### src/rtl/mem_port_arbiter.sv
// mem_port_arbiter: shares one memory port between instruction fetch and data
// requesters. Round-robin grant, one transaction in flight, and a bounded wait
// on mem_ready that completes with err when the memory never answers.
module mem_port_arbiter #(
  parameter int unsigned AW      = 32,
  parameter int unsigned DW      = 32,
  parameter int unsigned TIMEOUT = 16
) (
  input  logic          clk,
  input  logic          rst,
  input  logic          if_req,
  input  logic [AW-1:0] if_addr,
  output logic [DW-1:0] if_rdata,
  output logic          if_ack,
  input  logic          d_req,
  input  logic          d_we,
  input  logic [AW-1:0] d_addr,
  input  logic [DW-1:0] d_wdata,
  output logic [DW-1:0] d_rdata,
  output logic          d_ack,
  output logic          err,
  output logic          stall,
  output logic [AW-1:0] mem_addr,
  output logic [DW-1:0] mem_wdata,
  output logic          mem_read,
  output logic          mem_write,
  input  logic [DW-1:0] mem_rdata,
  input  logic          mem_ready
);

  localparam int unsigned CW = (TIMEOUT > 2) ? $clog2(TIMEOUT) : 1;
  localparam logic [CW-1:0] CNT_LAST = CW'(TIMEOUT - 1);

  typedef enum logic [1:0] {
    S_IDLE = 2'd0,
    S_BUSY = 2'd1,
    S_RESP = 2'd2
  } state_t;

  typedef enum logic {
    SRC_FETCH = 1'b0,
    SRC_DATA  = 1'b1
  } src_t;

  state_t        state_q, state_d;
  src_t          last_q, last_d;
  src_t          gnt_q, gnt_d;
  logic [CW-1:0] cnt_q, cnt_d;
  logic [AW-1:0] mem_addr_q, mem_addr_d;
  logic [DW-1:0] mem_wdata_q, mem_wdata_d;
  logic          mem_read_q, mem_read_d;
  logic          mem_write_q, mem_write_d;
  logic          if_ack_q, if_ack_d;
  logic          d_ack_q, d_ack_d;
  logic          err_q, err_d;
  logic [DW-1:0] if_rdata_q, if_rdata_d;
  logic [DW-1:0] d_rdata_q, d_rdata_d;
  src_t          sel;
  logic          any_req;

  // Round-robin pick: on contention, the requester that did not win last time.
  always_comb begin
    sel     = SRC_FETCH;
    any_req = if_req | d_req;
    if (if_req && d_req) begin
      sel = (last_q == SRC_DATA) ? SRC_FETCH : SRC_DATA;
    end else if (d_req) begin
      sel = SRC_DATA;
    end
  end

  // Next-state and next-output logic; acks and err are single-cycle by default.
  always_comb begin
    state_d     = state_q;
    last_d      = last_q;
    gnt_d       = gnt_q;
    cnt_d       = cnt_q;
    mem_addr_d  = mem_addr_q;
    mem_wdata_d = mem_wdata_q;
    mem_read_d  = mem_read_q;
    mem_write_d = mem_write_q;
    if_ack_d    = 1'b0;
    d_ack_d     = 1'b0;
    err_d       = 1'b0;
    if_rdata_d  = if_rdata_q;
    d_rdata_d   = d_rdata_q;

    unique case (state_q)
      S_IDLE: begin
        if (any_req) begin
          gnt_d   = sel;
          last_d  = sel;
          cnt_d   = '0;
          state_d = S_BUSY;
          if (sel == SRC_FETCH) begin
            mem_addr_d  = if_addr;
            mem_wdata_d = '0;
            mem_read_d  = 1'b1;
            mem_write_d = 1'b0;
          end else begin
            mem_addr_d  = d_addr;
            mem_wdata_d = d_wdata;
            mem_read_d  = ~d_we;
            mem_write_d = d_we;
          end
        end
      end

      S_BUSY: begin
        if (mem_ready) begin
          mem_read_d  = 1'b0;
          mem_write_d = 1'b0;
          state_d     = S_RESP;
          if (gnt_q == SRC_FETCH) begin
            if_ack_d   = 1'b1;
            if_rdata_d = mem_rdata;
          end else begin
            d_ack_d = 1'b1;
            if (!mem_write_q) begin
              d_rdata_d = mem_rdata;
            end
          end
        end else if (cnt_q == CNT_LAST) begin
          mem_read_d  = 1'b0;
          mem_write_d = 1'b0;
          err_d       = 1'b1;
          state_d     = S_RESP;
          if (gnt_q == SRC_FETCH) begin
            if_ack_d   = 1'b1;
            if_rdata_d = '0;
          end else begin
            d_ack_d   = 1'b1;
            d_rdata_d = '0;
          end
        end else begin
          cnt_d = cnt_q + CW'(1);
        end
      end

      S_RESP: begin
        state_d = S_IDLE;
      end

      default: begin
        state_d     = S_IDLE;
        mem_read_d  = 1'b0;
        mem_write_d = 1'b0;
      end
    endcase
  end

  // State and output registers; synchronous reset abandons any transaction.
  always_ff @(posedge clk) begin
    if (!rst) begin
      state_q     <= S_IDLE;
      last_q      <= SRC_DATA;
      gnt_q       <= SRC_FETCH;
      cnt_q       <= '0;
      mem_addr_q  <= '0;
      mem_wdata_q <= '0;
      mem_read_q  <= 1'b0;
      mem_write_q <= 1'b0;
      if_ack_q    <= 1'b0;
      d_ack_q     <= 1'b0;
      err_q       <= 1'b0;
      if_rdata_q  <= '0;
      d_rdata_q   <= '0;
    end else begin
      state_q     <= state_d;
      last_q      <= last_d;
      gnt_q       <= gnt_d;
      cnt_q       <= cnt_d;
      mem_addr_q  <= mem_addr_d;
      mem_wdata_q <= mem_wdata_d;
      mem_read_q  <= mem_read_d;
      mem_write_q <= mem_write_d;
      if_ack_q    <= if_ack_d;
      d_ack_q     <= d_ack_d;
      err_q       <= err_d;
      if_rdata_q  <= if_rdata_d;
      d_rdata_q   <= d_rdata_d;
    end
  end

  assign mem_addr  = mem_addr_q;
  assign mem_wdata = mem_wdata_q;
  assign mem_read  = mem_read_q;
  assign mem_write = mem_write_q;
  assign if_ack    = if_ack_q;
  assign d_ack     = d_ack_q;
  assign err       = err_q;
  assign if_rdata  = if_rdata_q;
  assign d_rdata   = d_rdata_q;

  // CPU stall while any request is still waiting for its acknowledge.
  assign stall = (if_req & ~if_ack_q) | (d_req & ~d_ack_q);

endmodule

### config.mk
export PLATFORM = sky130hd
export DESIGN_NAME = mem_port_arbiter
export DESIGN_NICKNAME = d
export VERILOG_FILES = /design/src/rtl/mem_port_arbiter.sv
export SDC_FILE = /design/constraint.sdc
export NUM_CORES = 1
export LEC_CHECK = 0
export CAP_MARGIN = 20
export CELL_PAD_IN_SITES_DETAIL_PLACEMENT = 2
export CELL_PAD_IN_SITES_GLOBAL_PLACEMENT = 2
export CORE_UTILIZATION = 22
export CTS_CLUSTER_DIAMETER = 80
export DETAILED_ROUTE_END_ITERATION = 8
export PLACE_DENSITY = 0.87
export SYNTH_ARGS = -nofsm -noshare
export SYNTH_HDL_FRONTEND = slang
export SYNTH_SLANG_ARGS = --single-unit
### constraint.sdc
create_clock -name clk -period 2 [get_ports clk]
set_input_delay 0.4 -clock clk [delete_from_list [all_inputs] [get_ports clk]]
set_output_delay 0.4 -clock clk [all_outputs]
set_load 0.01 [all_outputs]
==> reports/metrics.cfg <==
[global_routing]
gr-total-overflow = 0
first_global_vias = 6425
grt_first_pass_wirelength_microns = 36300
grt_antenna_before_repair = 0
grt_usage_pct = 18.0
grt_start_max_net_pins = 57

[cts]
cts-buffers-inserted = 17
htree_num_levels = 4
latest_clock_arrival_within_the_worst_skew_pair_ps = 420
cts-root-buf = sky130_fd_sc_hd__clkbuf_16
cts_max_path_buffers = 2
cts.clk_slew.worst_paths_ps = 60
postCtsSetupRepairBufs = 0
tritoncts = built
cts.sink_count = 141

[timing]
total_negative_slack_for_setup_checks_ps = 0
hold_slack_ps = 288
layout_worst_path_cycle_share_pct = 90.2
timing.clock.skew_ps = 13.2
worst_pin_slew_ps = 417
setup_viols_final = 0
finalMaxSlewViolations = 0
slew_headroom_pct = 72.2
rsz0062_at_grt = false
layout_min_cycle_time_ps = 1800
clock.fmax_ghz = 0.554
timing_hold_violations_final = 0

[placement]
globalplace.congestion = 0.727
portBuffers = 267
dp_hpwl_microns = 16300
dp.cells = 1169

[finish]
finish.utilization_pct = 37.4
antenna_cells = 0
layout.filler_cells = 2693
numnets_final = 999
final-instance-count-excl-fill = 1201
drive_above_1_share_pct = 8.44
area_added_between_synthesis_and_finish_pct = 65.7

[routing]
first_pass_iters = 4
number_of_vias_per_cell = 4.84
postRouteWirelength_microns = 23000
met2_length_microns = 11600
drtIter0Drc = 229
residual_antenna_violating_net_count_after_detailed_routing = 0
route.vias.total = 5813
route.detailed.wl_per_inst_microns = 19.1
top_signal_layer_used = met4
routed-wl-met3_microns = 1200
met1Wirelength_microns = 9650
post-route-drc-count = 0

[min_path]
holdCritStartpoint = rst
min_delay_path_depth = 2
hold-path-endpoint = last_q$_SDFFE_PN1P_
worst_hold_path_type = in2reg

[worst_setup_path]
critPathLaunchType = input pin
cpPeakStageDelay_ps = 500
timing.reg2reg.setup_slack_ps = 400
worstSetupEndpointType = output pin
ff2ff_path_depth = 5
timing.critical_path.arrival_ps = 1400
path_cells = clkdlybuf4s50_1 > inv_1 > o22ai_1 > dlygate4sd2_1
required_ps = 1600
worst_r2r_endpoint = d_rdata[30]$_SDFFE_PN0P_
kind_of_critical_path = in2out
worst-path-max-fanout = 2
timing.critical_path.slowest_stage_cell = sky130_fd_sc_hd__clkdlybuf4s50_1
critical_path.reg2reg.startpoint = cnt_q[0]$_SDFFE_PN0P_

[die]
design.core.area_sq_mm = 0.0245
die_h_microns = 161
placementRows = 57
io-pin-count = 268
dieArea_sq_mm = 0.0258
die_x_microns = 161
initial_cell_density_of_the_core_pct = 22.6

[synthesis]
ys_top_cells_by_area = sky130_fd_sc_hd__dfxtp_1 51%, sky130_fd_sc_hd__o22ai_1 7.5%, sky130_fd_sc_hd__a21oi_1 6.1%
number_of_warnings_printed_during_yosys_synthesis = 0
syn-instance-count = 616
ys_ff_latch = 141
syn-mean-instance-area_sq_um = 8.99
synth_area_sq_mm = 0.00554
syn_nets = 751
synth_cell_type_count = 39
synth_top_area_share_pct = 51.0
synth-seq-area-share_pct = 51.0
post-synth-top-area-cell = sky130_fd_sc_hd__dfxtp_1

[pwr]
power.density_mw_per_mm2 = 823
total_power_w = 0.00755
cellLeakagePower_nw = 3.17
power.ir.vdd_worst_v = 0.000346

[status]
run_status = complete, no violations

[job]
max_cap_viol_count = 0

## per-stage QoR
stage | setup slack [ps] | area, sq um
finish | 196 | 9170
global route | 142 | 9170
CTS | 183 | 9170
detailed placement | -71.9 | 8610
global placement | -40.5 | 8610
floorplan | 544 | 5540
## worst max-delay path, delay by kind of cell
| kind | cells | cell delay [ps] |
|---|---|---|
| buf+inv | 3 | 840 |
| compound gates | 1 | 160 |
## cells by family (layout without fill, tap and decap cells)
group / count (synthesis) / after routing / synth area share (%)
fa+ha+maj: 1 / 1 / 0.226
compound gates: 213 / 213 / 23.4
mux: 32 / 32 / 5.79
simple gates: 160 / 160 / 13.4
buf+inv: 69 / 330 / 6.28
flops: 141 / 141 / 51.0
## registers in the layout, indices dropped and copies added (netlist names), 2 cells and up
signal,count
mem_wdata,32
cnt_q,4
if_rdata,32
mem_addr,32
state_q,2
d_rdata,32
## power breakdown
| part | leakage (nW) | internal [W] | switching, W |
|---|---|---|---|
| clock network | 0.268 | 0.00173 | 0.00136 |
| registers | 1.15 | 0.00297 | 0.0000938 |
| logic | 1.75 | 0.000723 | 0.000673 |
## final cells by class
class	count	area [sq um]	area share [%]
flip-flops and latches	141	2820	30.8
clock inverters	15	139	1.51
repair buffers	294	2980	32.5
multi-input cells	406	2380	26.0
inverters	4	15.0	0.164
well taps	324	405	4.42
clock buffers	17	425	4.64
## cells in the final DEF, fill, tap and decap left out, types with 3 or more instances in the layout
| master | n |
|---|---|
| sky130_fd_sc_hd__clkdlybuf4s50_1 | 265 |
| sky130_fd_sc_hd__dfxtp_1 | 141 |
| sky130_fd_sc_hd__nand2_1 | 74 |
| sky130_fd_sc_hd__nand3_1 | 68 |
| sky130_fd_sc_hd__a21oi_1 | 68 |
| sky130_fd_sc_hd__o22ai_1 | 66 |
| sky130_fd_sc_hd__o21ai_0 | 37 |
| sky130_fd_sc_hd__mux2i_1 | 32 |
| sky130_fd_sc_hd__a211oi_1 | 27 |
| sky130_fd_sc_hd__buf_4 | 19 |
| sky130_fd_sc_hd__clkbuf_16 | 17 |
| sky130_fd_sc_hd__buf_12 | 9 |
| sky130_fd_sc_hd__a211oi_2 | 6 |
| sky130_fd_sc_hd__clkinvlp_4 | 4 |
| sky130_fd_sc_hd__inv_6 | 4 |
| sky130_fd_sc_hd__inv_1 | 3 |
| sky130_fd_sc_hd__clkinv_2 | 3 |
## per-layer routing
layer	global-route usage [%]	up-vias
met1	20.9	2862
met2	31.6	173
li1	-	2751
met3	4.73	27
met5	0	-
met4	6.75	0
## worst max path at each step
stage / startpoint / endpoint / depth (start not counted)
5_1_grt: mem_write$_SDFFE_PN0P_ / mem_write / 1
6_report: if_req / stall / 4
4_1_cts: mem_write$_SDFFE_PN0P_ / mem_write / 1
2_1_floorplan: cnt_q[0]$_SDFFE_PN0P_ / d_rdata[11]$_SDFFE_PN0P_ / 6
3_3_place_gp: if_req / stall / 4
3_5_place_dp: if_req / stall / 4
## repair_timing
item	4_1_cts	5_1_grt
gates resized for setup	1	0
hold buffers	0	0
setup endpoints to repair	1	0
## cells in the mapped netlist
cell                        instances
sky130_fd_sc_hd__o221ai_1           1
sky130_fd_sc_hd__buf_6              5
sky130_fd_sc_hd__o2bb2ai_1          1
sky130_fd_sc_hd__nor4_1             2
sky130_fd_sc_hd__or2_1              1
sky130_fd_sc_hd__clkbuf_1          29
sky130_fd_sc_hd__nor3_1             1
sky130_fd_sc_hd__or2_2              1
sky130_fd_sc_hd__o21ai_0           37
sky130_fd_sc_hd__inv_2              1
sky130_fd_sc_hd__buf_2             23
sky130_fd_sc_hd__nand3_1           68
sky130_fd_sc_hd__inv_1              3
sky130_fd_sc_hd__nand2_1           74
sky130_fd_sc_hd__a31o_2             1
sky130_fd_sc_hd__buf_4              6
sky130_fd_sc_hd__nor2_1             2
sky130_fd_sc_hd__a31oi_1            2
sky130_fd_sc_hd__dfxtp_1          141
sky130_fd_sc_hd__nor2_4             1
sky130_fd_sc_hd__a211oi_2           6
sky130_fd_sc_hd__a32o_1             1
sky130_fd_sc_hd__nor2_2             2
sky130_fd_sc_hd__nand4b_1           1
sky130_fd_sc_hd__ha_1               1
sky130_fd_sc_hd__nand2b_1           1
sky130_fd_sc_hd__a21boi_2           1
sky130_fd_sc_hd__and2b_1            1
sky130_fd_sc_hd__mux2i_1           32
sky130_fd_sc_hd__and2_1             2
sky130_fd_sc_hd__o22ai_1           66
sky130_fd_sc_hd__a211oi_1          27
sky130_fd_sc_hd__o32ai_1            1
sky130_fd_sc_hd__or3b_1             1
sky130_fd_sc_hd__or4_1              1
sky130_fd_sc_hd__buf_1              2
sky130_fd_sc_hd__and4_1             1
sky130_fd_sc_hd__o31a_1             1
sky130_fd_sc_hd__a21oi_1           68
(Power assumes the default switching activity.)
